--- src/rtl/seg_pkg.sv ---
// Shared 7-segment definitions: segment order {a,b,c,d,e,f,g} = bits 6..0, active-low codes.
package seg_pkg;

  localparam int unsigned SEG_W      = 7;
  localparam int unsigned NIB_W      = 4;
  localparam int unsigned SEG_DP_BIT = 7;

  localparam logic [SEG_W-1:0] SEG_0 = 7'b0000001;
  localparam logic [SEG_W-1:0] SEG_1 = 7'b1001111;
  localparam logic [SEG_W-1:0] SEG_2 = 7'b0010010;
  localparam logic [SEG_W-1:0] SEG_3 = 7'b0000110;
  localparam logic [SEG_W-1:0] SEG_4 = 7'b1001100;
  localparam logic [SEG_W-1:0] SEG_5 = 7'b0100100;
  localparam logic [SEG_W-1:0] SEG_6 = 7'b0100000;
  localparam logic [SEG_W-1:0] SEG_7 = 7'b0001111;
  localparam logic [SEG_W-1:0] SEG_8 = 7'b0000000;
  localparam logic [SEG_W-1:0] SEG_9 = 7'b0000100;
  localparam logic [SEG_W-1:0] SEG_A = 7'b0001000;
  localparam logic [SEG_W-1:0] SEG_B = 7'b1100000;
  localparam logic [SEG_W-1:0] SEG_C = 7'b0110001;
  localparam logic [SEG_W-1:0] SEG_D = 7'b1000010;
  localparam logic [SEG_W-1:0] SEG_E = 7'b0110000;
  localparam logic [SEG_W-1:0] SEG_F = 7'b0111000;

  typedef enum logic {
    ST_COLLECT = 1'b0,
    ST_HOLD    = 1'b1
  } frame_state_e;

endpackage

--- src/rtl/seg_pattern_dec.sv ---
// Combinational inverse of the nibble encoder: 7-bit active-low pattern -> nibble + illegal flag.
module seg_pattern_dec
  import seg_pkg::*;
(
  input  logic [SEG_W-1:0] i_pat,
  output logic [NIB_W-1:0] o_val_c,
  output logic             o_err_c
);

  always_comb begin
    o_val_c = '0;
    o_err_c = 1'b0;
    case (i_pat)
      SEG_0:   o_val_c = 4'h0;
      SEG_1:   o_val_c = 4'h1;
      SEG_2:   o_val_c = 4'h2;
      SEG_3:   o_val_c = 4'h3;
      SEG_4:   o_val_c = 4'h4;
      SEG_5:   o_val_c = 4'h5;
      SEG_6:   o_val_c = 4'h6;
      SEG_7:   o_val_c = 4'h7;
      SEG_8:   o_val_c = 4'h8;
      SEG_9:   o_val_c = 4'h9;
      SEG_A:   o_val_c = 4'hA;
      SEG_B:   o_val_c = 4'hB;
      SEG_C:   o_val_c = 4'hC;
      SEG_D:   o_val_c = 4'hD;
      SEG_E:   o_val_c = 4'hE;
      SEG_F:   o_val_c = 4'hF;
      default: o_err_c = 1'b1;
    endcase
  end

endmodule

--- src/rtl/seg_scan_decoder.sv ---
// Multiplexed 7-segment bus monitor: debounces each digit, decodes it and
// hands out one complete frame per scan over a valid/ready handshake.
module seg_scan_decoder
  import seg_pkg::*;
#(
  parameter  int unsigned NDIG       = 8,
  parameter  int unsigned STABLE_CYC = 4,
  localparam int unsigned CNT_W      = $clog2(STABLE_CYC + 1)
) (
  input  logic                clk,
  input  logic                rst,
  input  logic [7:0]          seg_in,
  input  logic [NDIG-1:0]     an_in,
  output logic                frame_valid,
  input  logic                frame_ready,
  output logic [4*NDIG-1:0]   frame_value,
  output logic [NDIG-1:0]     frame_err,
  output logic [NDIG-1:0]     frame_dp,
  output logic                sel_err
);

  localparam int unsigned IDX_W = $clog2(NDIG);

  logic [7:0]                  r_s_seg, r_prev_seg;
  logic [NDIG-1:0]             r_s_an, r_prev_an;
  logic [CNT_W-1:0]            r_cnt;
  logic [NDIG-1:0]             r_seen, r_werr, r_wdp;
  logic [NDIG-1:0][NIB_W-1:0]  r_wval;
  frame_state_e                r_state;

  logic                        w_changed, w_fire, w_any, w_multi, w_cap, w_sel_evt;
  logic                        w_full, w_xfer, w_dec_err;
  logic [IDX_W-1:0]            w_idx;
  logic [NIB_W-1:0]            w_dec_val;
  logic [NDIG-1:0]             w_seen_nx, w_werr_nx, w_wdp_nx;
  logic [NDIG-1:0][NIB_W-1:0]  w_wval_nx;

  // Input registers and stability counter; reset to all ones so the first live change restarts counting
  always_ff @(posedge clk) begin
    if (rst) begin
      r_s_seg    <= '1;
      r_s_an     <= '1;
      r_prev_seg <= '1;
      r_prev_an  <= '1;
      r_cnt      <= '0;
    end else begin
      r_s_seg    <= seg_in;
      r_s_an     <= an_in;
      r_prev_seg <= r_s_seg;
      r_prev_an  <= r_s_an;
      if (w_changed)
        r_cnt <= '0;
      else if (r_cnt != CNT_W'(STABLE_CYC))
        r_cnt <= r_cnt + CNT_W'(1);
    end
  end

  assign w_changed = ({r_s_an, r_s_seg} != {r_prev_an, r_prev_seg});
  assign w_fire    = !w_changed && (r_cnt == CNT_W'(STABLE_CYC - 1));

  // Digit-select qualification: index of the low bit, plus any/multiple-low flags
  always_comb begin
    w_any   = 1'b0;
    w_multi = 1'b0;
    w_idx   = '0;
    for (int unsigned i = 0; i < NDIG; i++) begin
      if (!r_s_an[i]) begin
        w_multi = w_multi | w_any;
        w_any   = 1'b1;
        w_idx   = IDX_W'(i);
      end
    end
  end

  assign w_cap     = w_fire && w_any && !w_multi;
  assign w_sel_evt = w_fire && w_multi;

  seg_pattern_dec u_dec (
    .i_pat   (r_s_seg[SEG_W-1:0]),
    .o_val_c (w_dec_val),
    .o_err_c (w_dec_err)
  );

  // Working-register next state, including a capture landing this cycle
  always_comb begin
    w_wval_nx = r_wval;
    w_werr_nx = r_werr;
    w_wdp_nx  = r_wdp;
    w_seen_nx = r_seen;
    if (w_cap) begin
      w_wval_nx[w_idx] = w_dec_val;
      w_werr_nx[w_idx] = w_dec_err;
      w_wdp_nx[w_idx]  = ~r_s_seg[SEG_DP_BIT];
      w_seen_nx[w_idx] = 1'b1;
    end
  end

  assign w_full = &w_seen_nx;
  assign w_xfer = frame_valid && frame_ready;

  // Working registers and frame FSM
  always_ff @(posedge clk) begin
    if (rst) begin
      r_wval      <= '0;
      r_werr      <= '0;
      r_wdp       <= '0;
      r_seen      <= '0;
      r_state     <= ST_COLLECT;
      frame_valid <= 1'b0;
      frame_value <= '0;
      frame_err   <= '0;
      frame_dp    <= '0;
      sel_err     <= 1'b0;
    end else begin
      r_wval <= w_wval_nx;
      r_werr <= w_werr_nx;
      r_wdp  <= w_wdp_nx;
      r_seen <= w_seen_nx;
      if (w_sel_evt)
        sel_err <= 1'b1;
      else if (w_xfer)
        sel_err <= 1'b0;
      case (r_state)
        ST_COLLECT: begin
          if (w_full) begin
            frame_value <= w_wval_nx;
            frame_err   <= w_werr_nx;
            frame_dp    <= w_wdp_nx;
            r_seen      <= '0;
            frame_valid <= 1'b1;
            r_state     <= ST_HOLD;
          end
        end
        ST_HOLD: begin
          if (w_xfer) begin
            if (w_full) begin
              frame_value <= w_wval_nx;
              frame_err   <= w_werr_nx;
              frame_dp    <= w_wdp_nx;
              r_seen      <= '0;
            end else begin
              frame_valid <= 1'b0;
              r_state     <= ST_COLLECT;
            end
          end
        end
        default: begin
          frame_valid <= 1'b0;
          r_state     <= ST_COLLECT;
        end
      endcase
    end
  end

endmodule

--- config.mk ---
export PLATFORM = sky130hd
export DESIGN_NAME = seg_scan_decoder
export DESIGN_NICKNAME = d
export VERILOG_FILES = /design/src/rtl/seg_pkg.sv /design/src/rtl/seg_pattern_dec.sv /design/src/rtl/seg_scan_decoder.sv
export SDC_FILE = /design/constraint.sdc
export NUM_CORES = 1
export LEC_CHECK = 0
export CORE_ASPECT_RATIO = 1.2
export CORE_UTILIZATION = 60
export CTS_BUF_LIST = sky130_fd_sc_hd__clkbuf_16
export CTS_CLUSTER_SIZE = 20
export DETAILED_ROUTE_END_ITERATION = 8
export PLACE_DENSITY = 0.84
export SLEW_MARGIN = 20
export SYNTH_ARGS = -nofsm -noshare
export SYNTH_HDL_FRONTEND = slang
export SYNTH_SLANG_ARGS = --single-unit
--- constraint.sdc ---
create_clock -name clk -period 6.6 [get_ports clk]
set_input_delay 1.32 -clock clk [delete_from_list [all_inputs] [get_ports clk]]
set_output_delay 1.32 -clock clk [all_outputs]
set_load 0.05 [all_outputs]
==> flow_summary_export.csv <==
group,metric,value,unit
place,hpwl,8.06,mm
clock_tree,worstSkewPairLatency,420,ps
clock_tree,postCtsHoldBufs,0,
clock_tree,postCtsSetupRepairBufs,0,
sta,finalCritPeriodShare,0.597,
synthesis,synth_top_family_by_area,"simple AND/OR/NAND/NOR gates",
place,routabilityCongestion,0.886,
detailed_routing,via_per_inst,5.65,
synthesis,async_flop_share,0,
sta,hold_viol,0,
global_route,antenna_found_initial,0,
synthesis,ys_ff_latch,142,
synthesis,avgSynthCellArea,10.3,µm²
critical_path,critical_path_required,6900,ps
layout,layout_common_cells,"142 x dfxtp_1, 67 x clkdlybuf4s50_1, 49 x nor2b_1, 43 x nor2_1, 31 x mux2i_1",
detailed_routing,drtPass1Iterations,5,
sta,slew_headroom,0.333,
synthesis,syn-instance-count,582,
clock_tree,cts_sinks,142,
run,cap_violations,0,
global_route,grt_pass1_vias,4325,
sta,hold_slack,458,ps
critical_path,cp-end-kind,"flip-flop",
sta,tightest_slew,990,ps
clock_tree,clockRootBuffer,"clkbuf_16",
critical_path,cp_top_family,"simple AND/OR/NAND/NOR gates",
synthesis,synth-compound-area-share,0.0868,
synthesis,yosys_warnings,0,
critical_path,critPathMaxStageDelay,800,ps
clock_tree,clockBufferDepth,2,
layout,area_growth,21.8,%
sta,tns,0,ps
layout,final_common_cell,"dfxtp_1",
critical_path,crit_arrival,4240,ps
sta,rsz0062_at_grt,"no",
sta,clock.fmax,0.254,GHz
clock_tree,cts_resized,0,
die,die-area,10300,µm²
synthesis,yosysSeqAreaShare,0.477,
power_and_ir_drop,irDropWorstVdd,0.176,mV
die,start_util,0.621,
detailed_routing,vias,4365,
critical_path,crit_type,"reg -> reg",
critical_path,worstPathCellList,"xnor2_1 > nand4_1 > nor4_4 > nand4_1 > a21boi_1 > nand4_1 > buf_4 > mux2_4",
detailed_routing,wl_per_cell,16.9,µm
power_and_ir_drop,powerDensity,268,nW/µm²
layout,fin_nets,659,
die,die_w,93.0,µm
die,core,9610,µm²
status,status,"finished, final reports clean",
clock_tree,cts_buffers,17,
critical_path,critPathSlowestCell,"nor4_4",
synthesis,ys_types,64,
synthesis,synth_top_area_share,0.477,
global_route,grtUsageTotal,0.260,
power_and_ir_drop,p_leak,3.07,nW
synthesis,synthSimpleGateAreaFrac,0.195,
critical_path,critPathBufInv,1,
synthesis,synthMuxAreaShare,0.155,
hold_path,hp-class,"reg -> reg",
place,port_buffers,68,
die,ios,69,
layout,drive_gt1_frac,0.188,
critical_path,crit_top_cell,"nand4_1",
synthesis,synth.area.top_cells,"dfxtp_1 48%, mux2_2 5.3%, mux2i_1 5.2%",
detailed_routing,drt_iter0_markers,233,
critical_path,start_kind,"flip-flop",
detailed_routing,wirelength,13.0,mm
synthesis,synth_xor_xnor_area_share,0.0333,
global_route,grt_overflow,0,
synthesis,syn_area,5970,µm²
synthesis,ys.flop_type,"dfxtp_1",
sta,finalClockSkew,9.63,ps
synthesis,yosysTopAreaCell,"dfxtp_1",
die,die_h,111,µm
clock_tree,clkTransAtPathRegs,60,ps
layout,fillers,631,
die,num_rows,39,
layout,diodes,0,
sta,slew_violations,0,
clock_tree,htreeDepth,4,
sta,final-setup-viol-count,0,
global_route,grt_first_pass_wirelength,20.9,mm
sta,period_needed,3940,ps
global_route,grt_start_max_net_pins,85,
synthesis,synth_edf_count,0,
critical_path,critPathMaxFanout,48,
synthesis,syn_nets,604,
detailed_routing,drc,0,
clock_tree,cts_tree,"done",
synthesis,synthAdderAreaFrac,0.00797,
detailed_routing,antenna_left,0,
-- final timing paths --
path,to,depth (start not counted),slack (ps),start
max,frame_value[17]$_SDFFE_PP0P_,8,2660,r_s_seg[2]$_SDFF_PP1_
min,r_wdp[3]$_SDFF_PP0_,2,460,r_wdp[3]$_SDFF_PP0_
max reg2reg,frame_value[17]$_SDFFE_PP0P_,8,2660,r_s_seg[2]$_SDFF_PP1_
min reg2reg,r_wdp[3]$_SDFF_PP0_,2,460,r_wdp[3]$_SDFF_PP0_
-- through the flow --
stage / std cells / util / power, mW / setup slack, ps / instance area (µm²)
floorplan: 582 / - / 0.953 / 3960 / 5970
global placement: 741 / 0.691 / 0.972 / 2940 / 6640
detailed placement: 741 / 0.691 / 0.974 / 2800 / 6640
CTS: 773 / 0.756 / 1.96 / 2730 / 7260
global route: 773 / 0.756 / 2.01 / 2390 / 7260
finish: 773 / 0.756 / 1.95 / 2660 / 7260
-- state kept, by name, summed over array words and instances, names as in the netlist --
name and cells:
frame_dp 8, frame_err 8, frame_valid 1, frame_value 32, r_cnt 3, r_prev_an 8
r_prev_seg 8, r_s_an 8, r_s_seg 8, r_seen 8, r_state 1, r_wdp 8
r_werr 8, r_wval 32, sel_err 1
-- worst register-to-register path, delay by kind of cell, from the launching register on --
kind | cells | cell delay (ps)
simple gates | 4 | 1790
flops | 1 | 650
mux | 1 | 420
compound gates | 1 | 410
buf+inv | 1 | 380
xor+xnor | 1 | 180
-- logic make-up (layout without fill, tap and decap cells) --
group,count (synthesis),after routing
multiplexers,79,79
XOR/XNOR,21,21
buffers and inverters,57,125
AND/OR/NAND/NOR,208,208
AO/OA/AOI/OAI,71,71
flip-flops,142,142
adder cells (fa/ha/maj),4,4
-- synthesized netlist by cell type (2+ instances only) --
master	number
and3_1	3
o22ai_1	3
a311oi_1	2
nand2b_1	5
and3b_1	2
a32oi_1	2
nor3_1	8
nand2_1	29
mux2_4	20
nand3_1	11
a211oi_1	4
o21ai_0	3
mux2i_1	31
mux2_2	28
inv_1	20
dfxtp_1	142
buf_1	2
nor2_1	43
nand4_1	9
o32a_1	2
o2bb2ai_1	2
nor4_1	3
buf_2	4
nor2b_1	49
xnor2_2	2
clkbuf_1	23
ha_1	3
or2_2	29
or3_1	7
o21a_1	6
a31oi_1	3
buf_6	5
xnor2_1	17
a41oi_1	3
xor2_1	2
a21oi_1	25
buf_4	3
-- where the power goes --
part,internal (mW),switching [mW]
logic,0.0340,0.0399
registers,0.867,0.0173
clock network,0.630,0.362
-- metal layers --
metal	vias to the layer above	share of wire	track usage
met1	2090	0.43	0.322
li1	2105	-	-
met2	147	0.50	0.434
met5	-	0	0
met3	23	0.050	0.0617
met4	0	0.018	0.102
-- area by class of cell --
type / count / area, µm² / share of cell area
tap: 123 / 154 / 0.0212
clock inverter: 15 / 196 / 0.0270
inverter: 20 / 75.1 / 0.0103
multi-input combinational: 383 / 2860 / 0.393
sequential: 142 / 2840 / 0.391
timing repair buffer: 73 / 716 / 0.0985
clock buffer: 17 / 425 / 0.0586
Power figures use the tool's default switching activity.
